$ cat config.mk
export PLATFORM = sky130hd
export DESIGN_NAME = hex_scan_display_flat
export DESIGN_NICKNAME = d
export VERILOG_FILES = /design/src/rtl/hex_pkg.sv /design/src/rtl/hex_scan_display_if.sv /design/src/rtl/hex_seg_decode.sv /design/src/rtl/hex_scan_display.sv /design/src/flat_wrapper.sv
export SDC_FILE = /design/constraint.sdc
export NUM_CORES = 1
export LEC_CHECK = 0
export ABC_AREA = 1
export ABC_CLOCK_PERIOD_IN_PS = 3400
export CORE_UTILIZATION = 24
export DETAILED_ROUTE_END_ITERATION = 10
export GPL_TIMING_DRIVEN = 1
export PLACE_DENSITY = 0.4
export SLEW_MARGIN = 20
export SYNTH_ARGS = -nofsm -noshare
export SYNTH_HDL_FRONTEND = slang
export SYNTH_SLANG_ARGS = --single-unit
$ cat constraint.sdc
create_clock -name iCLK -period 3.4 [get_ports iCLK]
set_input_delay 0.68 -clock iCLK [delete_from_list [all_inputs] [get_ports iCLK]]
set_output_delay 0.68 -clock iCLK [all_outputs]
set_load 0.02 [all_outputs]
$ cat src/rtl/hex_pkg.sv
// Purpose : shared glyph table and nibble->segment helper for the hex scan display.
// Latency : none (constants and a pure function).
// Backpressure: none.
// Contents: seg_t (gfedcba, lit=1), SEG_OFF (all segments dark), GLYPH_TAB, hex_glyph().
package hex_pkg;

  typedef logic [6:0] seg_t;

  localparam seg_t SEG_OFF = 7'h00;

  // Packed so that entry k sits at bits [7*k +: 7]; listed F down to 0.
  localparam logic [16*7-1:0] GLYPH_TAB = {
    7'h71, 7'h79, 7'h5E, 7'h39, 7'h7C, 7'h77, 7'h6F, 7'h7F,
    7'h07, 7'h7D, 7'h6D, 7'h66, 7'h4F, 7'h5B, 7'h06, 7'h3F
  };

  function automatic seg_t hex_glyph(input logic [3:0] nib);
    return GLYPH_TAB[int'(nib) * 7 +: 7];
  endfunction

endpackage

$ cat src/rtl/hex_scan_display_if.sv
// Purpose : bundles the control-side inputs and board-side outputs of the hex scan display.
// Latency : n/a (wires only).
// Backpressure: none; the display always accepts loads.
// Ports   : iEN/iLOAD/iDATA/iDP/iBLANK_LZ from control logic; oHEX/oHEX_DP/oDIG/oFRAME to pins.
interface hex_scan_display_if #(
  parameter int N_DIGITS = 4
);
  logic                    iEN;
  logic                    iLOAD;
  logic [4*N_DIGITS-1:0]   iDATA;
  logic [N_DIGITS-1:0]     iDP;
  logic                    iBLANK_LZ;
  logic [6:0]              oHEX;
  logic                    oHEX_DP;
  logic [N_DIGITS-1:0]     oDIG;
  logic                    oFRAME;

  // Control logic that feeds the display.
  modport master (
    output iEN, iLOAD, iDATA, iDP, iBLANK_LZ,
    input  oHEX, oHEX_DP, oDIG, oFRAME
  );

  // The display driver itself.
  modport slave (
    input  iEN, iLOAD, iDATA, iDP, iBLANK_LZ,
    output oHEX, oHEX_DP, oDIG, oFRAME
  );
endinterface

$ cat src/rtl/hex_seg_decode.sv
// Purpose : combinational hex nibble -> 7-segment glyph, active-high (lit = 1).
// Latency : 0 cycles.
// Backpressure: none.
// Ports   : nib_i (4-bit value), seg_o ({g,f,e,d,c,b,a}).
module hex_seg_decode
  import hex_pkg::*;
(
  input  logic [3:0] nib_i,
  output seg_t       seg_o
);

  assign seg_o = hex_glyph(nib_i);

endmodule

$ cat src/rtl/hex_scan_display.sv
// Purpose : time-multiplexed N-digit 7-segment driver with double-buffered data,
//           leading-zero blanking and per-slot dead time before each digit enable.
// Latency : iLOAD takes effect at the next frame boundary (same cycle if loaded on oFRAME);
//           segments are registered and settle at slot start, digit enable follows BLANK_CYC later.
// Backpressure: none; every iLOAD is accepted, last load in a frame wins.
// Ports   : iCLK, iRST (async active-high); bus = slave side of hex_scan_display_if.
module hex_scan_display
  import hex_pkg::*;
#(
  parameter int N_DIGITS    = 4,
  parameter int SCAN_DIV    = 50000,
  parameter int BLANK_CYC   = 2,
  parameter bit SEG_ACT_LOW = 1'b1,
  parameter bit DIG_ACT_LOW = 1'b1
) (
  input  logic                iCLK,
  input  logic                iRST,
  hex_scan_display_if.slave   bus
);

  localparam int PW = (SCAN_DIV > 1) ? $clog2(SCAN_DIV) : 1;
  localparam int IW = (N_DIGITS > 1) ? $clog2(N_DIGITS) : 1;
  localparam int BW = 5 * N_DIGITS;   // {nibbles, dps}

  localparam logic [PW-1:0] PRE_LAST  = PW'(SCAN_DIV - 1);
  localparam logic [PW-1:0] PRE_BLANK = PW'(BLANK_CYC);
  localparam logic [IW-1:0] IDX_LAST  = IW'(N_DIGITS - 1);

  logic [PW-1:0]       pre_q, pre_d;
  logic [IW-1:0]       idx_q, idx_d;
  logic [BW-1:0]       pend_q, pend_d;
  logic [BW-1:0]       act_q, act_d;
  seg_t                seg_q, seg_d;
  logic                dp_q, dp_d;
  logic [N_DIGITS-1:0] dig_q, dig_d;

  logic                wrap;
  logic                frame;
  logic [3:0]          sel_nib;
  logic                sel_dp;
  logic                sel_lz;
  logic                zero_above;
  seg_t                glyph;

  // Counters and buffers.
  always_comb begin
    wrap  = (pre_q == PRE_LAST);
    frame = wrap && (idx_q == IDX_LAST);
    pre_d = wrap ? '0 : pre_q + 1'b1;
    idx_d = idx_q;
    if (wrap) begin
      idx_d = (idx_q == IDX_LAST) ? '0 : idx_q + 1'b1;
    end
    // pend_d already carries a same-cycle load, so a load on the boundary
    // goes straight to the active buffer as well as to pending.
    pend_d = bus.iLOAD ? {bus.iDATA, bus.iDP} : pend_q;
    act_d  = frame ? pend_d : act_q;
  end

  // Select the digit that will be current next cycle, so the registered
  // segments line up with idx at slot start. Walking from the top digit
  // down lets zero_above track "this and every higher nibble is zero".
  always_comb begin
    sel_nib    = 4'h0;
    sel_dp     = 1'b0;
    sel_lz     = 1'b0;
    zero_above = 1'b1;
    dig_d      = '0;
    for (int k = N_DIGITS - 1; k >= 0; k--) begin
      zero_above = zero_above && (act_d[N_DIGITS + 4*k +: 4] == 4'h0);
      if (idx_d == IW'(k)) begin
        sel_nib  = act_d[N_DIGITS + 4*k +: 4];
        sel_dp   = act_d[k];
        sel_lz   = zero_above && (k != 0);
        dig_d[k] = bus.iEN && (pre_d >= PRE_BLANK);
      end
    end
  end

  hex_seg_decode u_dec (
    .nib_i (sel_nib),
    .seg_o (glyph)
  );

  // Blanking only darkens the segments; the decimal point stays honoured.
  always_comb begin
    seg_d = (bus.iBLANK_LZ && sel_lz) ? SEG_OFF : glyph;
    dp_d  = sel_dp;
  end

  always_ff @(posedge iCLK or posedge iRST) begin
    if (iRST) begin
      pre_q  <= '0;
      idx_q  <= '0;
      pend_q <= '0;
      act_q  <= '0;
      seg_q  <= SEG_OFF;
      dp_q   <= 1'b0;
      dig_q  <= '0;
    end else begin
      pre_q  <= pre_d;
      idx_q  <= idx_d;
      pend_q <= pend_d;
      act_q  <= act_d;
      seg_q  <= seg_d;
      dp_q   <= dp_d;
      dig_q  <= dig_d;
    end
  end

  // Polarity is applied last so reset levels are always the dark/off level.
  assign bus.oHEX    = SEG_ACT_LOW ? ~seg_q : seg_q;
  assign bus.oHEX_DP = SEG_ACT_LOW ? ~dp_q  : dp_q;
  assign bus.oDIG    = DIG_ACT_LOW ? ~dig_q : dig_q;
  assign bus.oFRAME  = frame;

endmodule

$ cat src/flat_wrapper.sv
// flat-port wrapper written by rule: the top's interface ports become plain ports
module hex_scan_display_flat import hex_pkg::*;
#(
  parameter int N_DIGITS    = 4,
  parameter int SCAN_DIV    = 50000,
  parameter int BLANK_CYC   = 2,
  parameter bit SEG_ACT_LOW = 1'b1,
  parameter bit DIG_ACT_LOW = 1'b1
)
  (iCLK, iRST, bus_iEN, bus_iLOAD, bus_iDATA, bus_iDP, bus_iBLANK_LZ, bus_oHEX, bus_oHEX_DP, bus_oDIG, bus_oFRAME);
  hex_scan_display_if #(.N_DIGITS(N_DIGITS)) bus_i ();
  input  logic iCLK;
  input  logic iRST;
  input wire logic [$bits(bus_i.iEN)-1:0] bus_iEN;
  input wire logic [$bits(bus_i.iLOAD)-1:0] bus_iLOAD;
  input wire logic [$bits(bus_i.iDATA)-1:0] bus_iDATA;
  input wire logic [$bits(bus_i.iDP)-1:0] bus_iDP;
  input wire logic [$bits(bus_i.iBLANK_LZ)-1:0] bus_iBLANK_LZ;
  output wire logic [$bits(bus_i.oHEX)-1:0] bus_oHEX;
  output wire logic [$bits(bus_i.oHEX_DP)-1:0] bus_oHEX_DP;
  output wire logic [$bits(bus_i.oDIG)-1:0] bus_oDIG;
  output wire logic [$bits(bus_i.oFRAME)-1:0] bus_oFRAME;
  assign bus_i.iEN = bus_iEN;
  assign bus_i.iLOAD = bus_iLOAD;
  assign bus_i.iDATA = bus_iDATA;
  assign bus_i.iDP = bus_iDP;
  assign bus_i.iBLANK_LZ = bus_iBLANK_LZ;
  assign bus_oHEX = bus_i.oHEX;
  assign bus_oHEX_DP = bus_i.oHEX_DP;
  assign bus_oDIG = bus_i.oDIG;
  assign bus_oFRAME = bus_i.oFRAME;
  hex_scan_display #(.N_DIGITS(N_DIGITS), .SCAN_DIV(SCAN_DIV), .BLANK_CYC(BLANK_CYC), .SEG_ACT_LOW(SEG_ACT_LOW), .DIG_ACT_LOW(DIG_ACT_LOW)) u_core (.iCLK(iCLK), .iRST(iRST), .bus(bus_i));
endmodule
=== Yosys cells after proc, flatten, opt, wreduce, memory -nomap -nowiden ===
Cells that the tools add are included.

* Register bits after elaboration: 70
* Input bits: 25
* Word-level logic and storage cells: 51

* Add/subtract/negate cells: 2
* Multipliers: 1
* Order comparisons: 1
* Eq/ne operators: 5
* Shift-type cells: 1
* Muxes and demuxes: 22
* Bitwise gates (word level): 3
* Reductions and logical operators: 9

{| class="wikitable"
|+ Operators with widths
! cell !! number
|-
| $shiftx 112x32->7 const A || 1
|-
| $mux 20 || 2
|-
| $add 16x1->16 const B || 1
|-
| $eq 16x16->1 const B || 1
|-
| $ge 16x2->1 const B || 1
|-
| $mux 16 || 1
|-
| $mux 4 || 4
|-
| $logic_not 4->1 || 3
|-
| $mux 1 || 12
|-
| $mul 4x3->7 const B || 1
|-
| $mux 7 || 1
|-
| $not 7->7 || 1
|-
| $eq 2x2->1 const B || 3
|-
| $logic_and 1x1->1 || 5
|-
| $mux 2 || 2
|-
| $not 4->4 || 1
|-
| $add 2x1->2 const B || 1
|-
| $eq 2x1->1 const B || 1
|-
| $logic_not 2->1 || 1
|-
| $not 1->1 || 1
|}

=== Longest topological paths before layout ===
Gate-level depths: netlist of the first run.

* Depth after elaboration: 11
* Depth in mapped cells: 18
* Mapped depth without buffers: 18

=== Modules after synthesis ===
Synthesis of the first run repeated with hierarchy kept, for this count alone.

* Cell total of the unflattened synthesis: 485
* Area, all modules: 3743.6 µm²

{| class="wikitable"
|+ By module, submodules not included
! module !! times used !! cells each !! area an instance (µm²)
|-
| hex_scan_display || 1 || 433 || 3473.3
|-
| hex_seg_decode || 1 || 52 || 270.3
|}

=== Worst setup path after synthesis of the first run ===
No wires, ideal clock.

* Kind: input -> register
* Start point: input port bus_iLOAD
* End point: register u_core.seg_q[4]
* Library setup time: 120 ps
* Arrival time: 2312 ps
* Required time: 3280 ps
* Setup slack: 968 ps
* Stages: 12
* Buffers on the path: 1
* Path through: inv_1 -> clkbuf_1 -> or2_2 -> o21ai_0 -> o21ai_2 -> nand2_1 -> nand4_1 -> inv_1 -> ha_1 -> nand4_1 -> o21ai_0 -> nor2_1

* Elaborated cells on any way between the ends: 19
* Classes of those cells: 1 x mul; 1 x shift; 11 x mux; 6 x reduce/logical

{| class="wikitable"
|+ RTL lines
! item !! RTL line !! source
|-
| from (decl) || flat_wrapper.sv:15 || <nowiki>input wire logic [$bits(bus_i.iLOAD)-1:0] bus_iLOAD;</nowiki>
|-
| $mux 20 (*) || hex_scan_display.sv:56 || <nowiki>pend_d = bus.iLOAD ? {bus.iDATA, bus.iDP} : pend_q;</nowiki>
|-
| $mux 20 (*) || hex_scan_display.sv:57 || <nowiki>act_d = frame ? pend_d : act_q;</nowiki>
|-
| named net u_core.act_d[9] || hex_scan_display.sv:32 || <nowiki>logic [BW-1:0] act_q, act_d;</nowiki>
|-
| parallel branches: the longest is 5 deep, another holds $mul 4x3->7 || - ||
|-
| $mux 7 (*) || hex_scan_display.sv:87 || <nowiki>seg_d = (bus.iBLANK_LZ && sel_lz) ? SEG_OFF : glyph;</nowiki>
|-
| named net u_core.seg_d[4] || hex_scan_display.sv:33 || <nowiki>seg_t seg_q, seg_d;</nowiki>
|-
| to (signal assigned) || hex_scan_display.sv:105 || <nowiki>seg_q <= seg_d;</nowiki>
|-
| to (decl) || hex_scan_display.sv:33 ||
|}

Mark *: on every way through the listed nets, which the timed path passes.

=== Worst setup path in the final report of the first run ===
* Start point: register u_core.pre_q[0]
* End point: output port bus_oFRAME

* Longest elaborated chain between the ends: 2

{| class="wikitable"
|+ RTL lines
! item !! RTL line !! source
|-
| from (decl) || hex_scan_display.sv:29 || <nowiki>logic [PW-1:0] pre_q, pre_d;</nowiki>
|-
| from (signal assigned) || hex_scan_display.sv:101 || <nowiki>pre_q <= pre_d;</nowiki>
|-
| $eq 16x16->1 || hex_scan_display.sv:47 || <nowiki>wrap = (pre_q == PRE_LAST);</nowiki>
|-
| $logic_and 1x1->1 || hex_scan_display.sv:48 || <nowiki>frame = wrap && (idx_q == IDX_LAST);</nowiki>
|-
| to (decl) || flat_wrapper.sv:22 || <nowiki>output wire logic [$bits(bus_i.oFRAME)-1:0] bus_oFRAME;</nowiki>
|}

Every way passes these cells.

==> results of run 1 <==
-- area by class of cell --
class,count,area (µm²)
Clock inverter,4,45.0
Tap cell,188,235
Fill cell,1651,10600
Multi-Input combinational cell,305,1620
Clock buffer,12,256
Sequential cell,70,1750
Inverter,87,327
Timing Repair Buffer,40,405
-- final timing paths --
kind / from / end / slack [ns] / cells past startpoint
max: u_core.pre_q[0]$_DFF_PP0_ / bus_oFRAME / 0.31 / 6
min: u_core.pre_q[0]$_DFF_PP0_ / u_core.pre_q[0]$_DFF_PP0_ / 0.46 / 1
max reg2reg: u_core.pre_q[0]$_DFF_PP0_ / u_core.seg_q[4]$_DFF_PP0_ / 0.69 / 13
min reg2reg: u_core.pre_q[0]$_DFF_PP0_ / u_core.pre_q[0]$_DFF_PP0_ / 0.46 / 1
max in group asynchronous: iRST / u_core.act_q[18]$_DFF_PP0_ / 1.93 / 3
min in group asynchronous: iRST / u_core.dig_q[3]$_DFF_PP0_ / 0.79 / 2
-- stage by stage --
| step | hold slack [ns] | setup slack [ns] |
|---|---|---|
| after floorplan | 0.429 | 0.952 |
| after global placement | 0.457 | 0.246 |
| after detailed placement | 0.461 | 0.234 |
| after CTS | 0.468 | 0.248 |
| after global routing | 0.486 | 0.151 |
| final | 0.459 | 0.307 |
-- registers in the layout (all words and copies together) (netlist names) --
register and flops:
u_core.act_q 20, u_core.pend_q 20, u_core.pre_q 16, u_core.seg_q 7, u_core.dig_q 4, u_core.idx_q 2, u_core.dp_q 1
-- placed cells by master, fill, tap and decap left out, drive strengths merged --
master	n
a22oi	1
or3	1
clkdlybuf4s50	37
or2	15
clkinv	3
nand3	24
xor2	4
ha	8
bufinv	1
nand4	12
nor2	60
nor3	6
o21ai	34
nand2	131
clkbuf	12
inv	87
nand3b	1
o22ai	2
buf	3
o21bai	1
dfrtp	70
a21oi	4
nor4	1
-- layer usage --
metal	GRT usage, %	routed length (µm)	vias up
met1	16.6	4590	1404
met3	3.42	341	9
met5	0	0	-
li1	-	-	1524
met4	4.46	125	0
met2	18.7	3870	45
-- report_power, final --
part | leakage (nW) | internal (mW) | switching, mW | total [mW]
combinational | 1.44 | 0.0416 | 0.0513 | 0.0929
clock | 0.152 | 0.604 | 0.352 | 0.956
sequential | 0.810 | 0.855 | 0.00499 | 0.860
total | 2.41 | 1.50 | 0.408 | 1.91
-- cell families (layout without fill, tap and decap cells) --
| kind of cell | Yosys count | after routing | synth area share (%) |
|---|---|---|---|
| simple gates | 251 | 251 | 33.4 |
| buf+inv | 93 | 143 | 9.63 |
| flops | 70 | 70 | 47.0 |
| compound gates | 42 | 42 | 6.34 |
| fa+ha+maj | 8 | 8 | 2.68 |
| xor+xnor | 4 | 4 | 0.940 |
==> results.cfg, run 1 <==
[worst_setup_path]
critPathMaxFanout = 26
cp-start-kind = register
required_ns = 2.72
crit_chain = ha_1 > nand3_4 > nor2_4 > nand3_4 > inv_2 > clkdlybuf4s50_1
crit_type = reg2out
crit_path_end_kind = output pin
path_buf_inv = 2
cpMaxStageDelayCell = clkdlybuf4s50_1
cp_slowest_stage_delay_ns = 0.62
critPathTopFamily = buffers and inverters
crit_path_frequent_cell = nand3_4
cp.arrival_ns = 2.41

[die]
start_util_pct = 24.5
core_um2 = 15200
die_w_um = 127
row_count = 45
ios = 38
die-area_um2 = 16000
die_h_um = 127

[clocking]
cts_tree = yes
numCtsBuffers = 9
clkSinkCount = 70
h-tree-depth = 3
cts_hold_buf = 0
cts_root_buf = clkbuf_16
path_clk_slew_ns = 0.05
clock_path_buffers = 2
cts_resized = 0
clk_latency_ns = 0.33
postCtsSetupRepairBufs = 0

[synthesis]
ys_warn_count = 0
synth-seq-area-share_pct = 47.0
yosysTopAreaCellShare_pct = 47.0
yosysUniqueCellTypes = 31
synth_commonest_cells = 117 x nand2_1, 83 x inv_1, 70 x dfrtp_1
synth_edf_count = 0
ys_ff_latch = 70
syn-cell-area_um2 = 3730
yosys.cell_count.top_type = nand2_1
ys.flop_type = dfrtp_1
synth_nets = 501
syn_area_per_cell_um2 = 7.97
async_reset_ff_share_pct = 100
syn_inst = 468
yosys-top-cells-area = dfrtp_1 47%, nand2_1 12%, inv_1 8.4%
synth_area_leader_cell = dfrtp_1

[placed_design]
io_buffers = 37
hpwl_um = 6640
place.gp.congestion = 0.830
dp_cells = 690
placed_area_um2 = 4340

[power_and_ir_drop]
power.density_nw_per_um2 = 412
p_leak_nw = 2.41
peakVddDrop_uv = 234
power_mw = 1.91

[timing]
worst_pin_slew_ns = 0.713
slew_headroom_pct = 52.4
setup_tns_ns = 0
skew_ns = 0.00528
drv_slew = 0
period_share_pct = 91.0
fin_crit_ns = 3.09
rsz0062_at_grt = no
setup_viol = 0
final-hold-violation-count = 0
fmax_ghz = 0.323

[drt]
ant_nets = 0
post_drt_wl_per_cell_um = 12.7
drt_wl_total_um = 8930
vias = 2982
drcViolationCount = 0
first_iter_violations = 172
drt-vias-per-instance = 4.22
drt-pass1-iter-count = 4

[run_status]
status = finished clean

[cells_and_area]
nets = 546
fin_cells = 706
design_area_um2 = 4640
final_core_util_pct = 30.5
syn2layout_area_growth_pct = 24.4
diodes = 0
drive_above_1_share_pct = 14.3

[flow_run]
maxCapViolations = 0

[grt]
grt_max_degree = 41
grtUsageTotal_pct = 12.3
overflow = 0
grt_pass1_wl_um = 15200
first_global_vias = 3023
grt_antenna_before_repair = 0

[min_path]
min_path_type = reg2reg
Power figures use the tool's default switching activity.
==> inputs of run 2 (changes only) <==
--- a/config.mk
+++ b/config.mk
@@ -11,6 +11,7 @@
 export DETAILED_ROUTE_END_ITERATION = 10
 export GPL_TIMING_DRIVEN = 1
 export PLACE_DENSITY = 0.4
+export SKIP_LAST_GASP = 1
 export SLEW_MARGIN = 20
 export SYNTH_ARGS = -nofsm -noshare
 export SYNTH_HDL_FRONTEND = slang
==> results of run 2 <==
Same layout as run 1: the final DEF is identical, and so are final timing and power.
==> inputs of run 3 (changes only) <==
--- a/config.mk
+++ b/config.mk
@@ -6,7 +6,7 @@
 export NUM_CORES = 1
 export LEC_CHECK = 0
 export ABC_AREA = 1
-export ABC_CLOCK_PERIOD_IN_PS = 3400
+export ABC_CLOCK_PERIOD_IN_PS = 2900
 export CORE_UTILIZATION = 24
 export DETAILED_ROUTE_END_ITERATION = 10
 export GPL_TIMING_DRIVEN = 1
==> constraint.sdc (replaced) <==
create_clock -name iCLK -period 2.9 [get_ports iCLK]
set_input_delay 0.58 -clock iCLK [delete_from_list [all_inputs] [get_ports iCLK]]
set_output_delay 0.58 -clock iCLK [all_outputs]
set_load 0.02 [all_outputs]
==> results.cfg, run 3 (synthesis results as in run 1) <==
[timing]
fmax_ghz = 0.369
drv_slew = 0
setup_tns_ns = 0
slew_headroom_pct = 64.9
period_share_pct = 93.4
rsz0062_at_grt = no
final-hold-violation-count = 0
fin_crit_ns = 2.71
setup_viol = 0
skew_ns = 0.00447
worst_pin_slew_ns = 0.526

[grt]
overflow = 0
grt_pass1_wl_um = 15500
grt_antenna_before_repair = 0
grt_max_degree = 71
grtUsageTotal_pct = 12.7
first_global_vias = 3009

[power_and_ir_drop]
power.density_nw_per_um2 = 453
power_mw = 2.13
peakVddDrop_uv = 268
p_leak_nw = 2.43

[cells_and_area]
drive_above_1_share_pct = 15.3
reg_top3 = u_core.act_q: 20 flops, u_core.pend_q: 20 flops, u_core.pre_q: 16 flops
fillCellCount = 1628
diodes = 0
nets = 557
final_common_cell = nand2_1
final_cell_mix = 117 x nand2_1, 82 x inv_1, 70 x dfrtp_1, 48 x nor2_1, 37 x clkdlybuf4s50_1
syn2layout_area_growth_pct = 25.8

[flow_run]
maxCapViolations = 0

[clocking]
numCtsBuffers = 9
h-tree-depth = 3
path_clk_slew_ns = 0.05
cts_hold_buf = 0
clkSinkCount = 70
cts_root_buf = clkbuf_16
clk_latency_ns = 0.34
cts_tree = yes
clock_path_buffers = 2

[min_path]
hp-start = u_core.pre_q[0]$_DFF_PP0_
min_path_type = reg2reg

[worst_setup_path]
crit_type = reg2out
cpMaxStageDelayCell = clkdlybuf4s50_1
path_buf_inv = 2
critPathTopFamily = buffers and inverters
crit_chain = nor2_1 > nand2_1 > nor2_4 > nand3_4 > inv_2 > clkdlybuf4s50_1
cp_slowest_stage_delay_ns = 0.60
critPathMaxFanout = 6
required_ns = 2.32
crit_path_end_kind = output pin
cp.arrival_ns = 2.13
crit_start = u_core.pre_q[11]$_DFF_PP0_
worstReg2RegStart = u_core.pre_q[0]$_DFF_PP0_
cp-start-kind = register

[drt]
post_drt_wl_per_cell_um = 12.7
drt-pass1-iter-count = 4
drt_wl_total_um = 9140
drt-vias-per-instance = 4.26
ant_nets = 0
drcViolationCount = 0
vias = 3051
first_iter_violations = 192

[die]
die_h_um = 127
die-area_um2 = 16000
die_w_um = 127
row_count = 45
core_um2 = 15200
ios = 38
start_util_pct = 24.5

[placed_design]
hpwl_um = 6600
io_buffers = 37
place.gp.congestion = 0.828

[run_status]
status = finished clean
[run 3: cell types whose count changed in the layout (fill, tap and decap cells not counted), sizes merged]
cell / delta
nand3: +1
buf: +10
clkinv: -2
bufinv: -1
clkbuf: +3
[run 3: metrics by stage]
stage | instances | setup slack [ns] | area (µm²) | utilization (%) | hold slack [ns]
6_report | 717 | 0.192 | 4690 | 30.9 | 0.466
5_1_grt | 717 | 0.0197 | 4690 | 30.9 | 0.499
4_1_cts | 716 | 0.0938 | 4680 | 30.8 | 0.472
3_5_place_dp | 698 | 0.0129 | 4400 | 28.9 | 0.458
3_3_place_gp | 698 | 0.0173 | 4400 | 28.9 | 0.456
2_1_floorplan | 468 | 0.525 | 3730 | - | 0.429
[run 3: timing repair]
| item | in CTS | in global routing |
|---|---|---|
| pin swaps | 1 | 1 |
| resized for setup | 0 | 1 |
| setup buffers | 1 | 1 |
| gates cloned | 1 | 0 |
| endpoints found under the setup margin | 1 | 1 |
[run 3: layout make-up]
class / instances / area, µm² / share of cell area (%)
Sequential cell: 70 / 1750 / 37.3
Multi-Input combinational cell: 306 / 1640 / 34.9
Timing Repair Buffer: 50 / 480 / 10.2
Inverter: 87 / 327 / 6.96
Clock buffer: 15 / 258 / 5.49
Tap cell: 188 / 235 / 5.01
Clock inverter: 1 / 5.00 / 0.107
[run 3: power by group]
part           total, mW  switching [mW]  internal [mW]
logic              0.111          0.0604         0.0506
registers           1.01         0.00600           1.00
clock network       1.01           0.404          0.602
[run 3: final timing paths]
path	endpoint	slack (ns)	cells after the start
hold reg to reg	u_core.pre_q[0]$_DFF_PP0_	0.47	1
hold / removal	u_core.pre_q[0]$_DFF_PP0_	0.47	1
setup / recovery	bus_oFRAME	0.19	6
setup reg to reg	u_core.seg_q[4]$_DFF_PP0_	0.25	13
min in group asynchronous	u_core.dig_q[3]$_DFF_PP0_	0.65	3
max in group asynchronous	u_core.pend_q[15]$_DFF_PP0_	1.93	3
[run 3: metal layers]
metal / GRT usage [%] / vias up / routed length (µm)
met5: 0 / - / 0
met4: 5.10 / 0 / 159
met3: 3.21 / 11 / 378
met2: 18.9 / 63 / 3940
met1: 17.6 / 1416 / 4660
li1: - / 1561 / -
[run 3: worst reg2reg max path: cells and delay by family, from the launching register on]
kind | cells | cell delay, ns
flip-flops | 1 | 0.37
AND/OR/NAND/NOR | 10 | 1.48
adder cells (fa/ha/maj) | 2 | 0.48
AO/OA/AOI/OAI | 1 | 0.23
